<file path="src/rtl/lcd_bus_if.sv">
// lcd_bus_if: HD44780-style character-LCD bus as driven by the system
interface lcd_bus_if;
    logic [7:0] LCD_DATA;
    logic       LCD_RS;
    logic       LCD_RW;
    logic       LCD_EN;
    logic       LCD_ON;
    modport master (output LCD_DATA, LCD_RS, LCD_RW, LCD_EN, LCD_ON);
    modport slave  (input  LCD_DATA, LCD_RS, LCD_RW, LCD_EN, LCD_ON);
endinterface

</file>
<file path="src/rtl/lcd_bus_decoder.sv">
// lcd_bus_decoder: samples the LCD bus, decodes writes and keeps a 2x16 shadow of display RAM
module lcd_bus_decoder #(
    parameter logic [7:0] CLEAR_CHAR = 8'h20
) (
    input  logic       SYS_clk,
    input  logic       SYS_rst,
    lcd_bus_if.slave   bus,
    input  logic [4:0] rd_addr,
    output logic [7:0] rd_char,
    output logic [6:0] ac,
    output logic       disp_on,
    output logic       cursor_on,
    output logic       blink_on,
    output logic       entry_inc,
    output logic       busy,
    output logic       cmd_strobe,
    output logic [7:0] last_byte,
    output logic       overrun
);
    typedef enum logic {IDLE, CLEAR} state_t;
    typedef struct packed {
        logic [7:0] data;
        logic       rs;
        logic       rw;
        logic       en;
        logic       on;
    } samp_t;

    samp_t      sa, sb;
    state_t     state, state_nx;
    logic [4:0] clr_idx;
    logic [7:0] shadow [32];
    logic [7:0] d;
    logic       valid, accept;
    logic [6:0] ac_nx;
    logic       disp_nx, cursor_nx, blink_nx, inc_nx, ovr_nx;
    logic       wr_en;
    logic [4:0] wr_idx;
    logic [7:0] wr_data;

    // Steps the DDRAM address, hopping between the two 16-column lines
    function automatic logic [6:0] step(input logic [6:0] a, input logic up);
        return up ? ((a[3:0] == 4'hF) ? {~a[6], 6'h00} : a + 7'd1)
                  : ((a[3:0] == 4'h0) ? {~a[6], 2'b00, 4'hF} : a - 7'd1);
    endfunction

    assign busy = (state == CLEAR);

    always_comb begin
        d         = sb.data;
        valid     = sb.en & ~sa.en & sb.on & ~sb.rw;
        accept    = valid & ~busy;
        state_nx  = (busy && clr_idx == 5'd31) ? IDLE : state;
        ac_nx     = ac;
        disp_nx   = disp_on;
        cursor_nx = cursor_on;
        blink_nx  = blink_on;
        inc_nx    = entry_inc;
        ovr_nx    = overrun | (valid & busy);
        wr_en     = busy;
        wr_idx    = clr_idx;
        wr_data   = CLEAR_CHAR;
        if (accept) begin
            if (sb.rs) begin
                wr_en   = 1'b1;
                wr_idx  = {ac[6], ac[3:0]};
                wr_data = d;
                ac_nx   = step(ac, entry_inc);
            end else if (d[7]) begin
                if (d[5:4] == 2'b00) ac_nx = d[6:0];
                else ovr_nx = 1'b1;
            end else if (d[6:5] == 2'b00) begin
                if (d[4]) begin
                    if (!d[3]) ac_nx = step(ac, d[2]);
                end else if (d[3]) {disp_nx, cursor_nx, blink_nx} = d[2:0];
                else if (d[2]) inc_nx = d[1];
                else if (d[1]) ac_nx = 7'h00;
                else if (d[0]) begin
                    state_nx = CLEAR;
                    ac_nx    = 7'h00;
                    inc_nx   = 1'b1;
                end
            end
        end
    end

    always_ff @(posedge SYS_clk or posedge SYS_rst)
        if (SYS_rst) begin
            sa         <= '0;
            sb         <= '0;
            state      <= IDLE;
            clr_idx    <= 5'd0;
            ac         <= 7'h00;
            disp_on    <= 1'b0;
            cursor_on  <= 1'b0;
            blink_on   <= 1'b0;
            entry_inc  <= 1'b1;
            overrun    <= 1'b0;
            cmd_strobe <= 1'b0;
            last_byte  <= 8'h00;
        end else begin
            sa         <= {bus.LCD_DATA, bus.LCD_RS, bus.LCD_RW, bus.LCD_EN, bus.LCD_ON};
            sb         <= sa;
            state      <= state_nx;
            clr_idx    <= busy ? clr_idx + 5'd1 : 5'd0;
            ac         <= ac_nx;
            disp_on    <= disp_nx;
            cursor_on  <= cursor_nx;
            blink_on   <= blink_nx;
            entry_inc  <= inc_nx;
            overrun    <= ovr_nx;
            cmd_strobe <= accept;
            last_byte  <= accept ? d : last_byte;
        end

    always_ff @(posedge SYS_clk or posedge SYS_rst)
        if (SYS_rst) begin
            for (int i = 0; i < 32; i++) shadow[i] <= CLEAR_CHAR;
            rd_char <= CLEAR_CHAR;
        end else begin
            if (wr_en) shadow[wr_idx] <= wr_data;
            rd_char <= shadow[rd_addr];
        end
endmodule

</file>
<file path="src/flat_wrapper.sv">
// flat-port wrapper written by rule: the top's interface ports become plain ports
module lcd_bus_decoder_flat 
#(
    parameter logic [7:0] CLEAR_CHAR = 8'h20
)
  (SYS_clk, SYS_rst, rd_addr, rd_char, ac, disp_on, cursor_on, blink_on, entry_inc, busy, cmd_strobe, last_byte, overrun, bus_LCD_DATA, bus_LCD_RS, bus_LCD_RW, bus_LCD_EN, bus_LCD_ON);
  lcd_bus_if bus_i ();
  input  logic SYS_clk;
  input  logic SYS_rst;
  input  logic [4:0] rd_addr;
  output logic [7:0] rd_char;
  output logic [6:0] ac;
  output logic disp_on;
  output logic cursor_on;
  output logic blink_on;
  output logic entry_inc;
  output logic busy;
  output logic cmd_strobe;
  output logic [7:0] last_byte;
  output logic overrun;
  input wire logic [$bits(bus_i.LCD_DATA)-1:0] bus_LCD_DATA;
  input wire logic [$bits(bus_i.LCD_RS)-1:0] bus_LCD_RS;
  input wire logic [$bits(bus_i.LCD_RW)-1:0] bus_LCD_RW;
  input wire logic [$bits(bus_i.LCD_EN)-1:0] bus_LCD_EN;
  input wire logic [$bits(bus_i.LCD_ON)-1:0] bus_LCD_ON;
  assign bus_i.LCD_DATA = bus_LCD_DATA;
  assign bus_i.LCD_RS = bus_LCD_RS;
  assign bus_i.LCD_RW = bus_LCD_RW;
  assign bus_i.LCD_EN = bus_LCD_EN;
  assign bus_i.LCD_ON = bus_LCD_ON;
  lcd_bus_decoder #(.CLEAR_CHAR(CLEAR_CHAR)) u_core (.SYS_clk(SYS_clk), .SYS_rst(SYS_rst), .bus(bus_i), .rd_addr(rd_addr), .rd_char(rd_char), .ac(ac), .disp_on(disp_on), .cursor_on(cursor_on), .blink_on(blink_on), .entry_inc(entry_inc), .busy(busy), .cmd_strobe(cmd_strobe), .last_byte(last_byte), .overrun(overrun));
endmodule
</file>
<file path="config.mk">
export PLATFORM = sky130hd
export DESIGN_NAME = lcd_bus_decoder_flat
export DESIGN_NICKNAME = d
export VERILOG_FILES = /design/src/rtl/lcd_bus_if.sv /design/src/rtl/lcd_bus_decoder.sv /design/src/flat_wrapper.sv
export SDC_FILE = /design/constraint.sdc
export NUM_CORES = 1
export LEC_CHECK = 0
export ABC_AREA = 0
export BUFFER_PORTS_ARGS = -buffer_cell sky130_fd_sc_hd__buf_4
export CAP_MARGIN = 10
export CORE_MARGIN = 1.5
export CORE_UTILIZATION = 60
export CTS_BUF_LIST = sky130_fd_sc_hd__clkbuf_4 sky130_fd_sc_hd__clkbuf_8
export CTS_CLUSTER_DIAMETER = 200
export CTS_CLUSTER_SIZE = 10
export DETAILED_ROUTE_END_ITERATION = 10
export MAX_ROUTING_LAYER = met4
export PLACE_DENSITY = 0.78
export SYNTH_ARGS = -nofsm -noshare
export SYNTH_HDL_FRONTEND = slang
export SYNTH_SLANG_ARGS = --single-unit
</file>
<file path="constraint.sdc">
create_clock -name SYS_clk -period 10.8 [get_ports SYS_clk]
set_input_delay 0.54 -clock SYS_clk [delete_from_list [all_inputs] [get_ports SYS_clk]]
set_output_delay 0.54 -clock SYS_clk [all_outputs]
set_load 0.005 [all_outputs]
</file>
==> results.sh, run 1 <==
export IMPL_cts_buffers=37
export IMPL_endpoint_kind="register"
export IMPL_clkSlewWorstSetupHoldPaths_ps=80
export IMPL_drt_initial_drc_count=748
export IMPL_portBuffers=48
export IMPL_layout_worst_path_cycle_share_pct=32.4
export IMPL_ys_flop_type="dfrtp_1"
export IMPL_track_usage_pct=27.9
export IMPL_peakVddDrop_v=0.0000917
export IMPL_powerDensity_nw_per_um2=138
export IMPL_cp_required_ps=11280
export IMPL_cts_tree="built"
export IMPL_critical_path_max_stage_delay_ps=1000
export IMPL_final_util_pct=66.0
export IMPL_grt_max_degree=131
export IMPL_viasPerCell=6.50
export IMPL_path_max_fanout=37
export IMPL_initial_core_util_pct=61.1
export IMPL_syn_num_nets=1025
export IMPL_synthTopCellsByArea="dfrtp_1, mux2_2, mux4_2"
export IMPL_area_growth_pct=7.99
export IMPL_arrival_ps=3970
export IMPL_cts_buffer_depth=3
export IMPL_finalClockSkew_ps=26.7
export IMPL_insertion_delay_ps=570
export IMPL_critical_path_top_delay_family="simple AND/OR/NAND/NOR gates"
export IMPL_cts_sinks=315
export IMPL_cts_resized=0
export IMPL_drtAntennaViolNets=0
export IMPL_fin_ws_ps=7300
export IMPL_netlist_area_um2=14800
export IMPL_vias=8873
export IMPL_drc=0
export IMPL_grt_overflow_total=0
export IMPL_grt_pass1_vias=8977
export IMPL_hp_class="in2reg"
export IMPL_cp_buffers_inverters=1
export IMPL_dp_hpwl_um=20900
export IMPL_worstMarginPinSlew_ps=1240
export IMPL_num_io_pins=49
export IMPL_die_w_um=160
export IMPL_synth_edff_count=0
export IMPL_avgSynthCellArea_um2=14.8
export IMPL_synth_top_area_share_pct=47.4
export IMPL_antenna_found_initial=0
export IMPL_cts_hold_buf=0
export IMPL_drive_above_1_share_pct=51.7
export IMPL_synth_distinct_cells=59
export IMPL_start_kind="register"
export IMPL_die_area_um2=25700
export IMPL_setup_viol=0
export IMPL_status="completed"
export IMPL_period_needed_ps=3500
export IMPL_dr_pass1_iters=5
export IMPL_ys_ff_latch=315
export IMPL_yosys_area_top_type="dfrtp_1"
export IMPL_synthCells=1001
export IMPL_wirelength_um=33000
export IMPL_nets=1054
export IMPL_grt_pass1_wl_um=53000
export IMPL_cts_root_buf="clkbuf_8"
export IMPL_gp_congestion=0.902
export IMPL_crit_chain="inv_2 -> nor3_4 -> nand2b_1 -> mux2_2"
export IMPL_synth_warnings=0
export IMPL_hold_viol=0
export IMPL_die_y_um=160
export IMPL_rsz0062_at_grt="false"
export IMPL_final_common_cell="dfrtp_1"
export IMPL_p_leak_nw=7.26
export IMPL_core_rowCount=57
export IMPL_ys_seq_area_share_pct=53.5
export IMPL_place_ws_ps=7370
export IMPL_critPathKind="reg2reg"
export IMPL_cap_viol_max_count=0
export IMPL_final_cell_mix="dfrtp_1, mux2_2, mux4_2"
export IMPL_slew_violations=0
export IMPL_max_slew_margin_pct=17.1
export IMPL_core_area_um2=24200
export IMPL_num_fill_cells=1749
export IMPL_max_freq_ghz=0.286
export IMPL_fin_tns_setup_ps=0
export IMPL_wire_per_inst_um=24.2
export IMPL_finalPower_mw=2.21
export IMPL_postSynth_asyncResetShare_pct=100
export IMPL_critical_path_slowest_cell="nor3_4"
export IMPL_post_cts_buffers=0
export IMPL_htree_levels=2
export IMPL_diodes=0
-- through the flow --
stage | instance area [µm²] | std cells | hold WS, ps
final | 16000 | 1366 | 74.4
after global routing | 16000 | 1366 | 66.9
after CTS | 16000 | 1365 | 58.4
after detailed placement | 15400 | 1314 | 335
after global placement | 15400 | 1314 | 332
after floorplan | 14800 | 1001 | 331
-- final timing paths --
| check | start | endpoint | slack [ps] | cells past startpoint |
|---|---|---|---|---|
| max in group asynchronous | SYS_rst | u_core.shadow[135]$_DFFE_PP0P_ | 8540 | 4 |
| min in group asynchronous | SYS_rst | u_core.cmd_strobe$_DFF_PP0_ | 140 | 2 |
| setup reg to reg | u_core.sb[3]$_DFF_PP0_ | u_core.shadow[133]$_DFFE_PP1P_ | 7300 | 4 |
| hold reg to reg | u_core.sa[9]$_DFF_PP0_ | u_core.d[5]$_DFF_PP0_ | 340 | 0 |
| setup / recovery | u_core.sb[3]$_DFF_PP0_ | u_core.shadow[133]$_DFFE_PP1P_ | 7300 | 4 |
| hold / removal | bus_LCD_DATA[4] | u_core.sa[8]$_DFF_PP0_ | 70 | 1 |
-- cell usage after synthesis (all sizes together) (6+ instances only) --
| cell type | number |
|---|---|
| a21oi | 30 |
| a31oi | 7 |
| and2 | 15 |
| buf | 28 |
| clkbuf | 39 |
| dfrtp | 281 |
| dfstp | 34 |
| inv | 9 |
| mux2 | 275 |
| mux4 | 80 |
| nand2 | 19 |
| nand2b | 6 |
| nand3 | 37 |
| nand3b | 7 |
| nand4 | 6 |
| nor2 | 20 |
| nor2b | 7 |
| nor3 | 30 |
| o21ai | 24 |
-- registers in the layout, indices dropped and copies added (netlist names) --
name,cells
u_core.cursor_on,1
u_core.busy,1
u_core.sa,12
u_core.sb,4
u_core.cmd_strobe,1
u_core.rd_char,8
u_core.last_byte,8
u_core.overrun,1
u_core.d,8
u_core.shadow,256
u_core.entry_inc,1
u_core.clr_idx,5
u_core.blink_on,1
u_core.ac,7
u_core.disp_on,1
-- power by group --
group | total (mW) | internal, mW | switching, mW
registers | 1.24 | 1.20 | 0.0365
clock network | 0.768 | 0.362 | 0.406
logic | 0.200 | 0.0781 | 0.122
total | 2.21 | 1.64 | 0.564
-- cell type report --
class / count / area [µm²] / area share (%)
clock buffers: 49 / 612 / 3.82
clock inverters: 2 / 15.0 / 0.0938
inverters: 9 / 41.3 / 0.258
multi-input cells: 610 / 6570 / 41.1
flip-flops and latches: 315 / 7930 / 49.5
well taps: 324 / 405 / 2.53
repair buffers: 57 / 435 / 2.72
-- kinds of logic after synthesis --
| group | share of synthesized area [%] |
|---|---|
| AND/OR/NAND/NOR | 6.15 |
| flip-flops | 53.5 |
| buffers and inverters | 2.24 |
| AO/OA/AOI/OAI | 4.11 |
| adder cells (fa/ha/maj) | 0.422 |
| multiplexers | 33.3 |
| XOR/XNOR | 0.295 |
-- routing by layer --
layer | track usage [%] | part of all wire, % | vias up
met2 | 41.2 | 47 | 293
met5 | - | 0 | -
met3 | 4.55 | 5.6 | 63
met1 | 40.4 | 45 | 4735
li1 | - | - | 3782
met4 | 8.45 | 2.3 | 0
(Power assumes the default switching activity.)
==> run 2: changes to the inputs <==
--- a/config.mk
+++ b/config.mk
@@ -9,13 +9,13 @@
 export BUFFER_PORTS_ARGS = -buffer_cell sky130_fd_sc_hd__buf_4
 export CAP_MARGIN = 10
 export CORE_MARGIN = 1.5
-export CORE_UTILIZATION = 60
+export CORE_UTILIZATION = 58
 export CTS_BUF_LIST = sky130_fd_sc_hd__clkbuf_4 sky130_fd_sc_hd__clkbuf_8
 export CTS_CLUSTER_DIAMETER = 200
 export CTS_CLUSTER_SIZE = 10
 export DETAILED_ROUTE_END_ITERATION = 10
 export MAX_ROUTING_LAYER = met4
-export PLACE_DENSITY = 0.78
+export PLACE_DENSITY = 0.79
 export SYNTH_ARGS = -nofsm -noshare
 export SYNTH_HDL_FRONTEND = slang
 export SYNTH_SLANG_ARGS = --single-unit
==> constraint.sdc (replaced) <==
create_clock -name SYS_clk -period 3.1 [get_ports SYS_clk]
set_input_delay 0.155 -clock SYS_clk [delete_from_list [all_inputs] [get_ports SYS_clk]]
set_output_delay 0.155 -clock SYS_clk [all_outputs]
set_load 0.005 [all_outputs]
==> results.sh, run 2 (synthesized netlist as in run 1, its figures left out) <==
export IMPL_dp_hpwl_um=21900
export IMPL_start_kind="register"
export IMPL_peakVddDrop_v=0.000329
export IMPL_r2r_start="u_core.sb[3]$_DFF_PP0_"
export IMPL_drive_above_1_share_pct=53.0
export IMPL_critPathLaunch="u_core.sb[3]$_DFF_PP0_"
export IMPL_max_freq_ghz=0.389
export IMPL_drtAntennaViolNets=0
export IMPL_hp_class="in2reg"
export IMPL_p_leak_nw=7.55
export IMPL_setup_viol=0
export IMPL_internal_power_mw=5.97
export IMPL_path_max_fanout=37
export IMPL_reg2reg_depth=6
export IMPL_min_to="u_core.rd_char[6]$_DFF_PP0_"
export IMPL_nets=1095
export IMPL_post_cts_buffers=0
export IMPL_antenna_found_initial=2
export IMPL_die_y_um=163
export IMPL_die_w_um=163
export IMPL_cts_sinks=315
export IMPL_track_usage_pct=27.6
export IMPL_period_needed_ps=2570
export IMPL_max_slew_margin_pct=39.0
export IMPL_cp_buffers_inverters=2
export IMPL_finalClockSkew_ps=35.5
export IMPL_worstReg2RegEnd="u_core.shadow[198]$_DFFE_PP0P_"
export IMPL_drc=0
export IMPL_layout_worst_path_cycle_share_pct=82.9
export IMPL_portBuffers=48
export IMPL_hold_viol=0
export IMPL_area_growth_pct=11.7
export IMPL_dr_pass1_iters=5
export IMPL_grt_max_degree=69
export IMPL_die_area_um2=26500
export IMPL_cts_root_buf="clkbuf_8"
export IMPL_final_cell_mix="dfrtp_1, mux2_2, mux4_2"
export IMPL_grt_pass1_vias=9389
export IMPL_gp_congestion=0.899
export IMPL_clkSlewWorstSetupHoldPaths_ps=80
export IMPL_worstMarginPinSlew_ps=912
export IMPL_arrival_ps=3000
export IMPL_wirelength_um=33700
export IMPL_cap_viol_max_count=0
export IMPL_final_util_pct=65.9
export IMPL_viasPerCell=6.26
export IMPL_postLayoutCellArea_um2=16600
export IMPL_largestRegisters="u_core.shadow: 256 flops, u_core.sa: 12 flops"
export IMPL_powerDensity_nw_per_um2=484
export IMPL_critical_path_slowest_cell="dfrtp_1"
export IMPL_final_common_cell="dfrtp_1"
export IMPL_endpoint_kind="register"
export IMPL_ff2ff_setup_slack_ps=530
export IMPL_clkPwrFrac_pct=36.8
export IMPL_p_sw_mw=2.03
export IMPL_insertion_delay_ps=560
export IMPL_seq_power_share_pct=53.9
export IMPL_regMostFlops="u_core.shadow"
export IMPL_place_area_um2=15700
export IMPL_critical_path_top_delay_family="flip-flops"
export IMPL_cts_buffers=37
export IMPL_hold_path_startpoint="rd_addr[3]"
export IMPL_critical_path_max_stage_delay_ps=660
export IMPL_drt_initial_drc_count=780
export IMPL_core_area_um2=25100
export IMPL_finalPower_mw=8.01
export IMPL_hold_depth=3
export IMPL_crit_chain="inv_2 -> nor3_4 -> buf_4 -> nand3_1 -> a21oi_2 -> mux2_2"
export IMPL_critPathKind="reg2reg"
export IMPL_wire_per_inst_um=23.5
export IMPL_core_rowCount=58
export IMPL_place_ws_ps=546
export IMPL_grt_overflow_total=0
export IMPL_initial_core_util_pct=59.0
export IMPL_grt_pass1_wl_um=53800
export IMPL_status="completed"
export IMPL_htree_levels=2
export IMPL_cp_required_ps=3530
export IMPL_slew_violations=0
export IMPL_largest_reg_flops=256
export IMPL_fin_ws_ps=529
export IMPL_p_sw_share_pct=25.4
export IMPL_dp_cells=1348
export IMPL_fin_cells=1430
export IMPL_cts_tree="built"
export IMPL_combPwrFrac_pct=9.3
export IMPL_num_io_pins=49
export IMPL_vias=8955
export IMPL_cts_buffer_depth=3
export IMPL_rsz0062_at_grt="false"
[run 2: stage by stage]
| step | hold slack, ps | TNS, ps |
|---|---|---|
| after detailed placement | 265 | 0 |
| final | 242 | 0 |
| after global routing | 238 | 0 |
| after floorplan | 186 | -347380 |
| after global placement | 265 | 0 |
| after CTS | 220 | 0 |
[run 2: layer usage]
layer / track usage, % / vias up / wire length [µm]
met3: 4.51 / 64 / 1870
met2: 42.4 / 259 / 16200
met5: - / - / 0
met4: 8.42 / 0 / 904
met1: 38.1 / 4748 / 14600
li1: - / 3884 / -
[run 2: how the worst max path moves through the flow]
stage | endpoint | slack, ps | cells past startpoint
floorplan | u_core.ac[0]$_DFFE_PP0P_ | -1220 | 1
global placement | u_core.shadow[216]$_DFFE_PP0P_ | 640 | 6
detailed placement | u_core.shadow[19]$_DFFE_PP0P_ | 550 | 6
CTS | u_core.shadow[19]$_DFFE_PP0P_ | 550 | 6
global route | u_core.shadow[3]$_DFFE_PP0P_ | 430 | 6
finish | u_core.shadow[198]$_DFFE_PP0P_ | 530 | 6
[run 2: final cells by class]
type                            count  area, µm²
Clock inverter                      2       16.3
Sequential cell                   315       7930
Clock buffer                       65        726
Fill cell                        1822       8560
Tap cell                          330        413
Multi-Input combinational cell    610       6570
Antenna cell                        1       2.50
Inverter                            9       37.5
Timing Repair Buffer               98        858
[run 2: tightest hold or removal path: cells and delay by family]
kind,cells,cell delay [ps]
buf+inv,1,210
mux,2,370
[run 2: power by group through the flow]
stage               Combinational (mW)  Clock [mW]  Sequential [mW]
finish                           0.746        2.94             4.32
detailed placement               0.732           0             4.39
floorplan                        0.515           0             4.31
global route                     0.819        3.17             4.33
global placement                 0.720           0             4.38
CTS                              0.749        3.00             4.31
[run 2: repair_timing]
| action | in CTS | in global routing |
|---|---|---|
| hold endpoints to repair | 43 | 0 |
| hold buffers | 14 | 0 |
| gates resized for setup | 0 | 0 |
